--- src/rtl/hop_chain_array.sv ---
// hop_chain_array: LANES independent shift chains, each DEPTH stages of WIDTH bits.
// Every lane has a runtime output tap (hop_sel), a shift enable, a synchronous clear
// and a valid flag that tracks how far the chain has filled.
// The optional macro HOP_ERR_EN adds the per-lane sticky err output for illegal taps.
// When the macro is undefined, an illegal tap is silently clamped to DEPTH.
module hop_chain_array #(
  parameter  int LANES = 4,
  parameter  int DEPTH = 4,
  parameter  int WIDTH = 1,
  localparam int SELW  = $clog2(DEPTH + 1)
) (
  input  logic                   clock0,
  input  logic                   rst1,
  input  logic [LANES*WIDTH-1:0] start,
  input  logic [LANES-1:0]       en,
  input  logic [LANES-1:0]       clr,
  input  logic [LANES*SELW-1:0]  hop_sel,
  output logic [LANES*WIDTH-1:0] dout,
  output logic [LANES-1:0]       dvalid
`ifdef HOP_ERR_EN
  ,
  output logic [LANES-1:0]       err
`endif
);

  localparam logic [SELW-1:0] DEPTH_SEL  = SELW'(DEPTH);
  localparam logic [SELW:0]   DEPTH_WIDE = (SELW + 1)'(DEPTH);

  for (genvar l = 0; l < LANES; l++) begin : g_lane
    // stage_q[0] is the first stage s[1]; stage_q[DEPTH-1] is the last stage s[DEPTH].
    logic [DEPTH-1:0][WIDTH-1:0] stage_q, stage_d;
    logic [SELW-1:0]             fill_q, fill_d;
    logic [SELW-1:0]             sel_raw;
    logic [SELW-1:0]             tap;
    logic                        sel_bad;
    logic [WIDTH-1:0]            tap_data;

    assign sel_raw = hop_sel[l*SELW +: SELW];

    // Tap decode: 0 or anything past the chain end is clamped to the last stage.
    always_comb begin
      sel_bad = (sel_raw == '0) || ({1'b0, sel_raw} > DEPTH_WIDE);
      tap     = sel_bad ? DEPTH_SEL : sel_raw;
    end

    // Next state for this lane: clear beats shift, shift beats hold.
    always_comb begin
      // NOTE: every signal gets a default before the branches, so no path can infer a latch.
      stage_d = stage_q;
      fill_d  = fill_q;
      if (clr[l]) begin
        stage_d = '0;
        fill_d  = '0;
      end else if (en[l]) begin
        stage_d[0] = start[l*WIDTH +: WIDTH];
        for (int i = 1; i < DEPTH; i++) begin
          stage_d[i] = stage_q[i-1];
        end
        if (fill_q != DEPTH_SEL) begin
          fill_d = fill_q + SELW'(1);
        end
      end
    end

    // Lane state register with asynchronous clear of data and fill count.
    always_ff @(posedge clock0 or negedge rst1) begin
      if (!rst1) begin
        // NOTE: the stages are plain flops, not a RAM, so they are reset; this is what
        // guarantees dout reads 0 straight out of reset and that in-flight data is dropped.
        stage_q <= '0;
        fill_q  <= '0;
      end else begin
        // NOTE: non-blocking assignments so every flop samples the pre-edge values.
        stage_q <= stage_d;
        fill_q  <= fill_d;
      end
    end

    // Output tap mux over the registered stages; no extra pipeline flop.
    always_comb begin
      tap_data = '0;
      for (int i = 0; i < DEPTH; i++) begin
        if (tap == SELW'(i + 1)) begin
          tap_data = stage_q[i];
        end
      end
    end

    assign dout[l*WIDTH +: WIDTH] = tap_data;
    assign dvalid[l]              = (fill_q >= tap);

`ifdef HOP_ERR_EN
    logic err_q, err_d;

    // Sticky illegal-tap flag; a clear on the same edge wins over a new error.
    always_comb begin
      err_d = clr[l] ? 1'b0 : (err_q | sel_bad);
    end

    // Error flag register.
    always_ff @(posedge clock0 or negedge rst1) begin
      if (!rst1) begin
        err_q <= 1'b0;
      end else begin
        err_q <= err_d;
      end
    end

    assign err[l] = err_q;
`endif
  end

endmodule

--- config.mk ---
export PLATFORM = sky130hd
export DESIGN_NAME = hop_chain_array
export DESIGN_NICKNAME = d
export VERILOG_FILES = /design/src/rtl/hop_chain_array.sv
export SDC_FILE = /design/constraint.sdc
export NUM_CORES = 1
export LEC_CHECK = 0
export CORE_ASPECT_RATIO = 1.25
export CORE_MARGIN = 2
export CORE_UTILIZATION = 52
export DETAILED_ROUTE_END_ITERATION = 6
export HOLD_SLACK_MARGIN = 0.03
export PLACE_DENSITY = 0.87
export SLEW_MARGIN = 10
export SYNTH_ARGS = -nofsm -noshare
export SYNTH_HDL_FRONTEND = slang
export SYNTH_SLANG_ARGS = --single-unit
--- constraint.sdc ---
create_clock -name clock0 -period 3.29 [get_ports clock0]
set_clock_uncertainty 0.2 [all_clocks]
set_input_delay 0.4935 -clock clock0 [delete_from_list [all_inputs] [get_ports clock0]]
set_output_delay 0.4935 -clock clock0 [all_outputs]
set_load 0.01 [all_outputs]
==> results by group <==
Layout
  – Filler cells: 280
  – Nets@finish: 283
  – Fin util: 69.82%
  – Share of cells above drive strength 1: 17.37%
  – P&R area growth vs syn: 29.33%
  – N_diodes: 0

Global routing
  – Grt met3 use: 2.011%
  – Vias in the first global route: around 1500
  – GRT Total Usage: 18.31%
  – Met2 usage: 32.70%
  – GRT Max-Usage Layer: met2
  – First-pass GRT wire length: 6023 um
  – Total grt overflow: 0
  – GRT met1 Usage: 21.64%
  – Largest net degree at the start of global routing: 29
  – Initial antenna violation count: 0

Synth
  – Post-synthesis cell type count: 31
  – Post-synthesis sequential area ratio: approximately 38%
  – Area fraction of the dominant cell type after synthesis: roughly 38%
  – Mapped Avg Cell Area: 9.916 sq um
  – Syn nets: 234
  – Synth area leader: dfrtp_1
  – Post-Syn Area: 1864 sq um
  – Synth Warn #: 0
  – Flops & latches, synth: 28
  – Top cells by area, synth: dfrtp_1 38%, ha_1 13%, mux2i_1 10%, nor2_1 5.6%, buf_4 3.2%
  – Cells after synthesis: 188

Critical path
  – Setup crit end kind: output port
  – Critical Path AT: 2530 ps
  – Setup CP Type: in -> out
  – Critical-path maximum fanout: 2
  – Slowest stage delay, CP: ~440 ps
  – Crit start category: primary input
  – Most common cell type on the critical path: buf_4
  – CP max stage cell: clkdlybuf4s50_1
  – Required @ worst endpoint: 2600 ps
  – Worst path cell trace: clkdlybuf4s50_1 > or2_4 > ha_4 > nor2b_2 > buf_4 > buf_4 > buf_4 > buf_4 > buf_4 > buf_4 > nand2_1 > o221ai_1 > buf_2

Clock network
  – CTS tree: built
  – Clock-pin slew on the worst setup and hold paths: 80 ps
  – CTS root buf: clkbuf_8
  – Clock latency on the worst-skew pair: 270 ps
  – CTS Buffer Depth: 2
  – Num CTS Buffers: 3
  – Clock sink total: 28
  – H-tree depth: 1

STA
  – Period utilization: 98.07%
  – Hold_ws: 347.0 ps
  – Slew Viols, Final: 0
  – Final Hold Viols: 0
  – Final Setup Violations: 0
  – Fmax: slightly above 0.3 GHz
  – RSZ-0062 raised after global routing: no
  – Fin crit period: 3226 ps
  – Slew @ Worst Pin: between 300 and 400 ps
  – Max transition margin: 75.89%
  – Setup ws final: approximately 64 ps
  – Fin Setup TNS: 0 ps

Power and ir drop
  – Clock power share: 26.1%
  – Tot Pwr: approximately 0.78 mW
  – Sequential Power Share: 47.9%
  – Switch Pwr: 0.2008 mW
  – Pwr/cell area: roughly 320 nW/um^2
  – Internal power: 0.5799 mW
  – Maximum VDD drop: 0.0002861 V
  – Switching Share: approximately a quarter
  – Static Leak: 1.225 nW
  – Comb power frac: 26.0%

Placed design
  – I/O Buffers: 33
  – Placer Congestion: about 0.80
  – DP HPWL: 2598 um
  – Pre-CTS setup slack: -459.1 ps

Worst hold path
  – Hold Crit Class: reg -> reg

Die
  – Die Y: about 71 um
  – Core area: 3453 sq um
  – I/O pin total: 34
  – Die width: 57.56 um
  – Starting density of the core: 53.99%
  – Die Area: between 4000 and 5000 sq um
  – FP Rows: 24

Drt
  – WL/cell: 12.73 um
  – Remaining DRCs: 0
  – Antenna-violating nets left: 0
  – Routed WL: between 3000 and 4000 um
  – Via density: 5.476
  – DRT Pass-1 Iters: 4
  – Via Count: 1506
  – Initial drt markers: 28

Job
  – Max_cap viols: 0

Status
  – Status: finished, final reports clean
-- area by class of cell --
type                            instances  area [sq um]  share of cell area [%]
Multi-Input combinational cell        137          1085                   44.99
Timing Repair Buffer                   52         465.4                   19.30
Tap cell                               39         48.80                   2.024
Sequential cell                        28         700.7                   29.06
Inverter                               15         56.30                   2.335
Clock buffer                            4         55.05                   2.283
-- stage by stage --
stage          cells  area, sq um
2_1_floorplan    188         1864
3_3_place_gp     265         2281
3_5_place_dp     265         2281
4_1_cts          275         2404
5_1_grt          275         2411
6_report         275         2411
-- worst max-delay path, delay by kind of cell --
family / cells / cell delay (ps)
buffers and inverters: 8 / 1320
AO/OA/AOI/OAI: 1 / 90
adder cells (fa/ha/maj): 1 / 270
AND/OR/NAND/NOR: 3 / 350
-- routing by layer --
metal / vias to the layer above / routed length [um]
met5: - / 0
met4: 0 / 44
met3: 6 / 134
met2: 36 / 1817
met1: 719 / 1505
li1: 745 / -
-- cell families after synthesis --
| family | share of synthesized area, % |
|---|---|
| simple gates | 18.59 |
| flops | 37.58 |
| compound gates | 10.13 |
| buf+inv | 6.242 |
| fa+ha+maj | 14.56 |
| mux | 11.01 |
| xor+xnor | 1.879 |
-- registers in the layout (all words and copies together), names as in the netlist --
signal,flops
g_lane.stage_q,16
g_lane.fill_q,12
-- cells in the final DEF (no fill, tap or decap), types with 2 or more instances in the layout --
master,count
nor2_1,28
dfrtp_1,28
clkdlybuf4s50_1,24
mux2i_1,19
buf_4,19
ha_1,18
inv_1,15
a21oi_1,10
nand2_1,6
nor3_1,5
nand2b_1,4
o221ai_1,4
and4b_1,4
a21boi_2,4
xnor2_1,4
clkbuf_8,4
dlymetal6s2s_1,4
a31oi_1,3
nand3b_1,3
buf_2,3
or2_4,2
or2_2,2
nor2b_2,2
a21o_1,2
nor3b_1,2
ha_4,2
dlygate4sd2_1,2
-- power by group through the flow --
stage / registers [mW] / logic (mW) / clock network, mW
4_1_cts: 0.374 / 0.203 / 0.210
3_3_place_gp: 0.381 / 0.184 / 0
3_5_place_dp: 0.381 / 0.191 / 0
5_1_grt: 0.377 / 0.226 / 0.224
6_report: 0.374 / 0.203 / 0.203
2_1_floorplan: 0.377 / 0.106 / 0
-- cell usage after synthesis (all sizes together) --
master	instances
a31oi	3
nor3	5
mux2i	19
buf	8
dfrtp	28
nand2b	5
o221ai	4
nor3b	2
mux2	1
and3b	1
inv	15
xnor2	4
a21o	2
o32a	1
ha	20
nor2b	3
nand2	6
or2	4
maj3	2
a21boi	4
and4b	4
a311o	1
or2b	1
nand4b	1
nor2	28
and2b	1
nand3b	3
o21ai	1
or3b	1
a21oi	10
-- timing repair --
action / 4_1_cts / 5_1_grt
setup endpoints to repair: 5 / 4
hold buffers: 0 / 0
pin swaps: 2 / 0
setup buffers: 6 / 0
resized for setup: 18 / 7
-- path summary, 6_finish.rpt --
kind / from / endpoint / slack [ps] / cells after the start
setup / recovery: hop_sel[0] / dout[0] / 60 / 13
setup reg to reg: g_lane[2].fill_q[0]$_DFFE_PN0P_ / g_lane[2].fill_q[1]$_DFFE_PN0P_ / 1840 / 6
hold reg to reg: g_lane[3].stage_q[3]$_DFFE_PN0P_ / g_lane[3].stage_q[3]$_DFFE_PN0P_ / 350 / 2
max in group asynchronous: rst1 / g_lane[1].fill_q[0]$_DFFE_PN0P_ / 2240 / 2
min in group asynchronous: rst1 / g_lane[3].fill_q[1]$_DFFE_PN0P_ / 390 / 2
hold / removal: g_lane[3].stage_q[3]$_DFFE_PN0P_ / g_lane[3].stage_q[3]$_DFFE_PN0P_ / 350 / 2
(Power assumes the default switching activity.)
